--- config.mk ---
export PLATFORM = sky130hd
export DESIGN_NAME = cam_write_bram
export DESIGN_NICKNAME = d
export VERILOG_FILES = /design/src/rtl/cam_write_bram_pkg.sv /design/src/rtl/dvp_sync_edge.sv /design/src/rtl/cam_write_bram.sv
export SDC_FILE = /design/constraint.sdc
export NUM_CORES = 1
export LEC_CHECK = 0
export BUFFER_PORTS_ARGS = -buffer_cell sky130_fd_sc_hd__buf_4
export CORE_ASPECT_RATIO = 0.75
export CORE_UTILIZATION = 35
export CTS_BUF_LIST = sky130_fd_sc_hd__clkbuf_4
export DETAILED_ROUTE_END_ITERATION = 16
export PLACE_DENSITY = 0.59
export SLEW_MARGIN = 20
export SYNTH_ARGS = -nofsm -noshare
export SYNTH_HDL_FRONTEND = slang
export SYNTH_SLANG_ARGS = --single-unit
--- constraint.sdc ---
create_clock -name clk25 -period 10.5 [get_ports clk25]
set_clock_uncertainty 0.1 [all_clocks]
set_input_delay 1.575 -clock clk25 [delete_from_list [all_inputs] [get_ports clk25]]
set_output_delay 1.575 -clock clk25 [all_outputs]
set_load 0.05 [all_outputs]
--- src/rtl/cam_write_bram_pkg.sv ---
// Shared definitions for the camera frame-buffer writer and the VGA reader:
// RGB565 field layout, default frame geometry and capture FSM encoding.
package cam_write_bram_pkg;

  localparam int IMG_W_DEF  = 320;
  localparam int IMG_H_DEF  = 240;
  localparam int ADDR_W_DEF = 17;

  // RGB565 word layout {R[4:0], G[5:0], B[4:0]}
  localparam int RGB_R_LSB = 11;
  localparam int RGB_R_W   = 5;
  localparam int RGB_G_LSB = 5;
  localparam int RGB_G_W   = 6;
  localparam int RGB_B_LSB = 0;
  localparam int RGB_B_W   = 5;

  typedef enum logic [2:0] {
    ST_IDLE,
    ST_WAIT_VS_HI,
    ST_WAIT_VS_LO,
    ST_CAPTURE,
    ST_DONE
  } cap_state_e;

endpackage

--- src/rtl/dvp_sync_edge.sv ---
// Brings the asynchronous DVP camera signals into the clk25 domain and
// produces registered byte-valid, line-end and vsync-level indications.
module dvp_sync_edge #(
  parameter bit VSYNC_ACTIVE = 1'b1,
  parameter bit HREF_ACTIVE  = 1'b1
) (
  input  logic       clk_i,
  input  logic       rst_i,
  input  logic       pclk_i,
  input  logic       vsync_i,
  input  logic       href_i,
  input  logic [7:0] data_i,
  output logic       byteValid_o,
  output logic       lineEnd_o,
  output logic       vsyncActive_o,
  output logic [7:0] data_o
);

  logic [2:0] pclkSync_q;
  logic [2:0] hrefSync_q;
  logic [1:0] vsyncSync_q;
  logic [7:0] dataS1_q;
  logic [7:0] dataS2_q;
  logic       byteValid_q;
  logic       lineEnd_q;
  logic       vsyncActive_q;
  logic [7:0] data_q;

  logic pclkRise;
  logic hrefNow;
  logic hrefPrev;

  assign pclkRise = pclkSync_q[1] & ~pclkSync_q[2];
  assign hrefNow  = (hrefSync_q[1] == HREF_ACTIVE);
  assign hrefPrev = (hrefSync_q[2] == HREF_ACTIVE);

  // A byte that coincides with the href fall still belongs to the closing line.
  always_ff @(posedge clk_i or posedge rst_i) begin
    if (rst_i) begin
      pclkSync_q    <= '0;
      hrefSync_q    <= {3{~HREF_ACTIVE}};
      vsyncSync_q   <= {2{~VSYNC_ACTIVE}};
      dataS1_q      <= '0;
      dataS2_q      <= '0;
      byteValid_q   <= 1'b0;
      lineEnd_q     <= 1'b0;
      vsyncActive_q <= 1'b0;
      data_q        <= '0;
    end else begin
      pclkSync_q    <= {pclkSync_q[1:0], pclk_i};
      hrefSync_q    <= {hrefSync_q[1:0], href_i};
      vsyncSync_q   <= {vsyncSync_q[0], vsync_i};
      dataS1_q      <= data_i;
      dataS2_q      <= dataS1_q;
      byteValid_q   <= pclkRise & (hrefNow | hrefPrev);
      lineEnd_q     <= hrefPrev & ~hrefNow;
      vsyncActive_q <= (vsyncSync_q[1] == VSYNC_ACTIVE);
      data_q        <= dataS2_q;
    end
  end

  assign byteValid_o   = byteValid_q;
  assign lineEnd_o     = lineEnd_q;
  assign vsyncActive_o = vsyncActive_q;
  assign data_o        = data_q;

endmodule

--- src/rtl/cam_write_bram.sv ---
// DVP RGB565 camera capture into a row-major BRAM frame buffer, cropped to
// IMG_W x IMG_H, one 16-bit pixel per word starting at address 0.
module cam_write_bram
  import cam_write_bram_pkg::*;
#(
  parameter int IMG_W        = IMG_W_DEF,
  parameter int IMG_H        = IMG_H_DEF,
  parameter int ADDR_W       = ADDR_W_DEF,
  parameter bit VSYNC_ACTIVE = 1'b1,
  parameter bit HREF_ACTIVE  = 1'b1
) (
  input  logic              clk25,
  input  logic              rst,
  input  logic              cam_pclk,
  input  logic              cam_vsync,
  input  logic              cam_href,
  input  logic [7:0]        cam_data,
  input  logic              capture_en,
  output logic [ADDR_W-1:0] frame_addr,
  output logic [15:0]       frame_data,
  output logic              frame_we,
  output logic              frame_done,
  output logic              busy
);

  localparam int COL_W  = $clog2(IMG_W + 1);
  localparam int ROW_W  = $clog2(IMG_H + 1);
  localparam int BASE_W = ADDR_W + 1;
  localparam logic [COL_W-1:0]  COL_MAX   = COL_W'(IMG_W);
  localparam logic [ROW_W-1:0]  ROW_MAX   = ROW_W'(IMG_H);
  localparam logic [BASE_W-1:0] LINE_STEP = BASE_W'(IMG_W);

  logic       byteValid;
  logic       lineEnd;
  logic       vsyncActive;
  logic [7:0] camByte;

  dvp_sync_edge #(
    .VSYNC_ACTIVE(VSYNC_ACTIVE),
    .HREF_ACTIVE (HREF_ACTIVE)
  ) u_sync (
    .clk_i        (clk25),
    .rst_i        (rst),
    .pclk_i       (cam_pclk),
    .vsync_i      (cam_vsync),
    .href_i       (cam_href),
    .data_i       (cam_data),
    .byteValid_o  (byteValid),
    .lineEnd_o    (lineEnd),
    .vsyncActive_o(vsyncActive),
    .data_o       (camByte)
  );

  cap_state_e        state_q, state_d;
  logic [COL_W-1:0]  col_q, col_d;
  logic [ROW_W-1:0]  row_q, row_d;
  logic [BASE_W-1:0] lineBase_q, lineBase_d;
  logic              phase_q, phase_d;
  logic [7:0]        hiByte_q, hiByte_d;
  logic              pixValid_q, pixValid_d;
  logic [ADDR_W-1:0] pixAddr_q, pixAddr_d;
  logic [15:0]       pixData_q, pixData_d;
  logic              frameWe_q;
  logic [ADDR_W-1:0] frameAddr_q;
  logic [15:0]       frameData_q;

  always_ff @(posedge clk25 or posedge rst) begin
    if (rst) begin
      state_q     <= ST_IDLE;
      col_q       <= '0;
      row_q       <= '0;
      lineBase_q  <= '0;
      phase_q     <= 1'b0;
      hiByte_q    <= '0;
      pixValid_q  <= 1'b0;
      pixAddr_q   <= '0;
      pixData_q   <= '0;
      frameWe_q   <= 1'b0;
      frameAddr_q <= '0;
      frameData_q <= '0;
    end else begin
      state_q    <= state_d;
      col_q      <= col_d;
      row_q      <= row_d;
      lineBase_q <= lineBase_d;
      phase_q    <= phase_d;
      hiByte_q   <= hiByte_d;
      pixValid_q <= pixValid_d;
      pixAddr_q  <= pixAddr_d;
      pixData_q  <= pixData_d;
      frameWe_q  <= pixValid_q;
      if (pixValid_q) begin
        frameAddr_q <= pixAddr_q;
        frameData_q <= pixData_q;
      end
    end
  end

  // Line end is applied after the byte so a coincident last byte is kept first.
  always_comb begin
    state_d    = state_q;
    col_d      = col_q;
    row_d      = row_q;
    lineBase_d = lineBase_q;
    phase_d    = phase_q;
    hiByte_d   = hiByte_q;
    pixValid_d = 1'b0;
    pixAddr_d  = pixAddr_q;
    pixData_d  = pixData_q;
    unique case (state_q)
      ST_IDLE: begin
        if (capture_en) state_d = ST_WAIT_VS_HI;
      end
      ST_WAIT_VS_HI: begin
        if (!capture_en)      state_d = ST_IDLE;
        else if (vsyncActive) state_d = ST_WAIT_VS_LO;
      end
      ST_WAIT_VS_LO: begin
        if (!capture_en) begin
          state_d = ST_IDLE;
        end else if (!vsyncActive) begin
          state_d    = ST_CAPTURE;
          col_d      = '0;
          row_d      = '0;
          lineBase_d = '0;
          phase_d    = 1'b0;
        end
      end
      ST_CAPTURE: begin
        if (byteValid) begin
          phase_d = ~phase_q;
          if (!phase_q) begin
            hiByte_d = camByte;
          end else if (col_q < COL_MAX && row_q < ROW_MAX) begin
            pixValid_d = 1'b1;
            pixAddr_d  = ADDR_W'(lineBase_q + BASE_W'(col_q));
            pixData_d  = {hiByte_q, camByte};
            col_d      = col_q + 1'b1;
          end
        end
        if (lineEnd) begin
          col_d   = '0;
          phase_d = 1'b0;
          if (row_q < ROW_MAX) begin
            row_d      = row_q + 1'b1;
            lineBase_d = lineBase_q + LINE_STEP;
          end
        end
        if (vsyncActive) state_d = ST_DONE;
      end
      ST_DONE: begin
        state_d = capture_en ? ST_WAIT_VS_LO : ST_IDLE;
      end
      default: state_d = ST_IDLE;
    endcase
  end

  assign frame_we   = frameWe_q;
  assign frame_addr = frameAddr_q;
  assign frame_data = frameData_q;
  assign frame_done = (state_q == ST_DONE);
  assign busy       = (state_q != ST_IDLE);

endmodule

==> impl_results.md, run 1 <==
* H-tree depth at 4
* Iter 0 DRT Violations at 264
* PD cells at 185 nW/um^2
* First-pass DRT Iterations at 5
* Crit. End Element: output pin
* Routed wire per std cell at 14.4 microns
* Primary FF master, synth: dfrtp_1
* GRT Overall Usage at a little over an eighth
* Layer with the highest usage: met2
* Post-synth cell types at 51
* Syn_nets at 463
* Max Cap Viol at 0
* Clock sinks at between 100 and 150
* Peak supply drop at 0.0724 mV
* Initial antenna violation count at 1
* Async SR Flop Fraction at 100%
* TNS Setup at 0 ps
* Vias in the first global route at 3576
* Worst-margin pin slew at 889 ps
* Global Route met3 Usage at 3.55%
* Nets at 510
* Worst Hold Class: reg2reg
* Die Span X at 150 microns
* Post-Syn Area per Cell at 12.9 sq um
* Rel. slew slack at 40.7%
* Seq/Total Area, Yosys at between 60% and 70%
* Leak at about 3.1 nW
* # fillers at ~1500
* Period utilization at approximately 31%
* Cells after synthesis at 443
* Unrepaired setup endpoints after global routing: no
* R2R setup slack at about 7800 ps
* CTS tree: yes
* Slew Limit Fails at 0
* Crit. Startpoint: state_q[0]
* Status: finished clean
* CP max stage delay at 490 ps
* Critical Path AT at 1610 ps
* Final wirelength at 10.2 mm
* Global route overflow at 0
* CP Class: reg2out
* Vias after detailed routing at about 3600
* Worst EP required at approximately 9000 ps
* I/O pins at 50
* Yosys reg bits at 143
* Setup WS post-layout at 7210 ps
* Met2 GRT Util at between 10% and 20%
* WHS at about 260 ps
* Startpoint types: flop
* Minimum clock period at 3290 ps
* Port Buffers at 49
* Area share of the largest cell type after synthesis at 62.4%
* Num CTS Buffers at 17
* Worst r2r src: state_q[1]
* Most frequent cells after synthesis: dfrtp_1, mux2_2, nand2_1
* Drt drc at 0
* Share of layout cells above drive strength 1 at around 30%
* Starting Density at 35.8%
* Final Hold Fails at 0
* Cells taking the most area after synthesis: dfrtp_1, mux2_2, o21ai_0
* Core area at 16000 sq um
* F_max at just over 300 MHz
* CP delay by family, top: flip-flops
* Largest buffer count on any clock path at 2
* Worst-path maximum fanout at 10
* Setup violators final at 0
* Yosys top cell by area: dfrtp_1
* Worst skew pair latency at 500 ps
* Die area at 16900 sq um
* CTS clk-pin slew, worst paths at 130 ps
* Synth Warn # at 0
* Routability Congestion at 0.831
* Via density per instance at 5.05
* Count leader, synth: dfrtp_1
* Met1 GRT Util at 19.2%
* # Post-CTS Setup Buffers at 0
* CTS Hold Bufs at 0
* Post-Syn Area at 5740 sq um
* First-pass GRT wire length at about 18 mm
* Antenna Violating Nets Remaining at 0
* Row cnt at 40
* Number of flops mapped to enable cells by yosys at 0
* Post-DP HPWL at 6.74 mm
* CTS resizes at 0
* Critical-path top delay cell: dfrtp_1
* Buf/Inv on CP at 1
* Clock Tree Root: clkbuf_4
* Place WS at 7280 ps
* Die Y-Extent at roughly 110 microns
* Hold wc startpoint: u_sync.dataS2_q[4]
* Synthesis-to-layout area growth at 14.5%
* Pin count of the biggest net entering global routing at 74
* CP cell instances: or3_1, buf_4
-- layer usage --
metal	share of wire (%)	vias up
met5	0	-
met4	0.53	0
met3	3.9	6
met2	45	79
met1	51	1808
li1	-	1710
-- where the power goes --
group,total [W],internal (W),leakage (nW),switching [W]
Combinational,0.000176,0.0000799,1.07,0.0000965
Sequential,0.000704,0.000629,1.89,0.0000755
Clock,0.000334,0.000140,0.144,0.000194
-- stage by stage --
step	util, %	cells	area [sq um]	total power (W)
2_1_floorplan	-	443	5740	0.000836
3_3_place_gp	39.3	681	6290	0.000882
3_5_place_dp	39.3	681	6290	0.000892
4_1_cts	41.0	712	6560	0.00123
5_1_grt	41.0	713	6570	0.00129
6_report	41.0	713	6570	0.00121
-- flip-flops by register name, indices dropped and copies added (netlist names), 9 cells and up --
register    cells
lineBase_q     11
pixData_q      16
frame_data     16
frame_addr     17
col_q           9
pixAddr_q      17
-- cells in the final DEF, fill, tap and decap left out, drive strengths merged, types with 2 or more instances in the layout --
master,count
a211o,3
or4,6
clkinv,7
nor2,22
a21o,4
bufinv,2
nor3b,4
clkinvlp,3
or4b,2
o311ai,2
or3,4
inv,5
a211oi,2
clkbuf,17
xnor2,8
a21oi,15
and2,5
nand3,17
and3,4
o311a,2
o211ai,9
dfrtp,143
nor4,3
nand4,8
ha,6
o21ai,19
o21a,3
nand3b,3
and4,3
mux2,66
buf,52
nand2b,4
nand2,22
a31oi,8
nor3,6
-- area by class of cell --
type / instances / area (sq um) / share of cell area [%]
repair buffers: 52 / 390 / 5.95
flip-flops and latches: 143 / 3580 / 54.5
well taps: 210 / 263 / 4.00
clock buffers: 17 / 128 / 1.94
clock inverters: 14 / 143 / 2.17
diodes: 1 / 2.50 / 0.0381
inverters: 3 / 16.3 / 0.248
multi-input cells: 273 / 2040 / 31.1
-- logic make-up (layout without fill, tap and decap cells) --
group | Yosys count | in the layout | share of synthesized area [%]
AO/OA/AOI/OAI | 75 | 75 | 8.53
other | 0 | 1 | 0
flip-flops | 143 | 143 | 62.4
buffers and inverters | 27 | 86 | 2.12
multiplexers | 66 | 66 | 13.0
adder cells (fa/ha/maj) | 6 | 6 | 1.31
AND/OR/NAND/NOR | 118 | 118 | 11.5
XOR/XNOR | 8 | 8 | 1.22
-- worst paths after layout --
kind / to / cells past startpoint
max in group asynchronous: pixValid_q / 3
hold / removal: u_sync.data_o[4] / 0
min in group asynchronous: pixData_q[11] / 2
hold reg to reg: u_sync.data_o[4] / 0
setup / recovery: busy / 2
setup reg to reg: row_q[5] / 4
Note: power is estimated with default switching activity, not from simulation.
==> run 2, diff against run 1 <==
ABC_AREA = 1   (was default)
PLACE_DENSITY = 0.58   (was 0.59)
clock period = 3.24 ns   (was 10.5 ns; I/O delays follow)
==> impl_results.md, run 2 <==
* Status: finished clean
* Num CTS Buffers at 17 (unchanged)
* Antenna Violating Nets Remaining at 0 (unchanged)
* # fillers at 1610 (+7.4%)
* Primary FF master, synth: dfrtp_1
* Post-synth cell types at 31 (-39%)
* F_max at 433 MHz
* Routability Congestion at 0.858 (+3.2%)
* Async SR Flop Fraction at 100% (unchanged)
* Setup WS post-layout at 932 ps (-6280 ps)
* Slew Limit Fails at 0 (unchanged)
* CP Class: reg2reg
* Global route overflow at 0 (unchanged)
* Yosys top cell by area: dfrtp_1
* Vias after detailed routing at 4310 (+20%)
* Seq/Total Area, Yosys at 60.7% (-1.7 points)
* Worst skew pair latency at 520 ps (+20 ps)
* CP max stage delay at 480 ps (about the same)
* Cells taking the most area after synthesis: dfrtp_1, nand2_1, mux2_2
* Clock Tree Root: clkbuf_4
* Initial antenna violation count at 0 (-1)
* First-pass DRT Iterations at 4 (-1)
* Register area at 3580 sq um (unchanged)
* Most frequent cells in the layout: nand2_1, dfrtp_1, buf_4
* Clock sinks at 143 (unchanged)
* Routed wire per std cell at 13.1 microns (-8.7%)
* Nets at 703 (+38%)
* Diodes inserted at 0 (-1)
* Minimum clock period at 2310 ps
* Worst-margin pin slew at 566 ps (-323 ps)
* Unrepaired setup endpoints after global routing: no
* Area share of the largest cell type after synthesis at 60.7% (-1.7 points)
* I/O pins at 50 (unchanged)
* CTS tree: yes
* Critical Path AT at 2600 ps (+990 ps)
* # Post-CTS Setup Buffers at 0 (unchanged)
* Share of layout cells above drive strength 1 at 18.5% (-12 points)
* CP cell instances: nand2_2, nor2_2, buf_4, inv_2, nor2_1, nor2_2, inv_2, nand2_1, o21ai_0
* Setup violators final at 0 (unchanged)
* Startpoint types: flop
* Starting Density at 36.4% (+0.54 points)
* Syn_nets at 634 (+37%)
* Worst EP required at 3530 ps (-5300 ps)
* Post-DP HPWL at 8.20 mm (+22%)
* Pin count of the biggest net entering global routing at 64 (-14%)
* Critical-path top delay cell: dfrtp_1
* Crit. End Element: flop
* Core area at 16200 sq um (+1.3%)
* Die area at 17400 sq um (+2.7%)
* Via density per instance at 4.76 (-5.9%)
* Iter 0 DRT Violations at 257 (-2.7%)
* First-pass GRT wire length at 20.1 mm (+14%)
* Period utilization at between 70% and 80%
* Worst-path maximum fanout at 23 (+13)
* Place WS at 963 ps (-6320 ps)
* Final Hold Fails at 0 (unchanged)
* Power Total at 0.00425 W (+250%)
* Port Buffers at 49 (unchanged)
* Largest buffer count on any clock path at 2 (unchanged)
* TNS Setup at 0 ps (unchanged)
* PD cells at 613 nW/um^2 (+230%)
* Most frequent cells after synthesis: nand2_1, dfrtp_1, inv_1
* Drt drc at 0 (unchanged)
* Buf/Inv on CP at 3 (+2)
* Post-Syn Area at 5890 sq um (+2.8%)
* Worst Hold Class: in2reg
* H-tree depth at 4 (unchanged)
* Count leader, synth: nand2_1
* Commonest non-fill, non-tap cell in the layout: nand2_1
* Post-Syn Area per Cell at 9.60 sq um (-26%)
* Row cnt at 40 (unchanged)
* Vias in the first global route at 4058 (+13%)
* Leak at 3.55 nW (+15%)
* Die Span X at 152 microns (+1.4%)
* Synthesis-to-layout area growth at 17.6%
* Peak supply drop at 0.253 mV (+250%)
* Yosys reg bits at 143 (unchanged)
* Synth Warn # at 0 (unchanged)
* Area of the multi-input gates at 2010 sq um (-1.7%)
* Rel. slew slack at 62.2% (+21 points)
* Die Y-Extent at 114 microns (+1.4%)
* Max Cap Viol at 0 (unchanged)
* GRT Overall Usage at 14.6% (+1.4 points)
* CTS clk-pin slew, worst paths at 130 ps (about the same)
* Cells after synthesis at 614 (+39%)
* Number of flops mapped to enable cells by yosys at 0 (unchanged)
* Final wirelength at 11.9 mm (+16%)
* CP delay by family, top: simple AND/OR/NAND/NOR gates
-- run 2: cell count changes after synthesis, sizes merged, moves of 9 or more --
cell	before	now
nand3	17	52
nor2	22	48
nand2	22	186
o21ai	19	46
clkbuf	15	5
mux2	66	30
inv	3	55
o211ai	9	0
-- run 2: through the flow --
stage	utilization, %	area, sq um	hold slack, ps	std cells
2_1_floorplan	-	5900	231	614
3_3_place_gp	40.0	6490	233	862
3_5_place_dp	40.0	6490	235	862
4_1_cts	42.8	6930	188	906
5_1_grt	42.8	6930	212	906
6_report	42.8	6930	229	906
-- run 2: layout make-up --
type	instances	area share, %
Tap cell	210	3.79
Sequential cell	143	51.6
Clock inverter	15	2.81
Clock buffer	17	1.84
Multi-Input combinational cell	398	29.0
Timing Repair Buffer	67	7.87
Inverter	56	3.10
-- run 2: kinds of logic after synthesis --
group           Yosys count  synth area share (%)
xor+xnor                  3                 0.446
buf+inv                  73                  5.20
flops                   143                  60.7
compound gates           59                  5.24
simple gates            298                  21.1
fa+ha+maj                 6                  1.27
mux                      32                  6.07
-- run 2: final timing paths --
path | to | slack [ps] | cells after the start | from
min in group asynchronous | hiByte_q[5] | 450 | 3 | rst
setup reg to reg | lineBase_q[10] | 930 | 9 | state_q[0]
max in group asynchronous | row_q[4] | 1770 | 4 | rst
hold reg to reg | u_sync.data_o[4] | 260 | 0 | u_sync.dataS2_q[4]
setup / recovery | lineBase_q[10] | 930 | 9 | state_q[0]
hold / removal | state_q[1] | 230 | 4 | capture_en
-- run 2: power by group --
group / total, W / internal, W / leakage [nW] / switching (W)
Clock: 0.00124 / 0.000500 / 0.169 / 0.000740
Combinational: 0.000859 / 0.000257 / 1.48 / 0.000601
Sequential: 0.00215 / 0.00200 / 1.90 / 0.000153
-- run 2: repair_timing --
item / CTS / global route
hold endpoints to repair: 30 / 0
hold buffers: 12 / 0
resized for setup: 0 / 0
-- run 2: layer usage --
metal / up-vias / global-route usage [%] / share of wire (%)
li1: 2115 / - / -
met4: 0 / 4.87 / 1.1
met1: 2119 / 21.3 / 52
met2: 64 / 21.6 / 44
met3: 12 / 3.22 / 2.7
met5: - / 0 / 0
-- run 2: tightest hold or removal path, stage by stage --
cell	delay (ps)
buf_4	100
a21oi_1	90
nor2_1	90
nor2_1	50
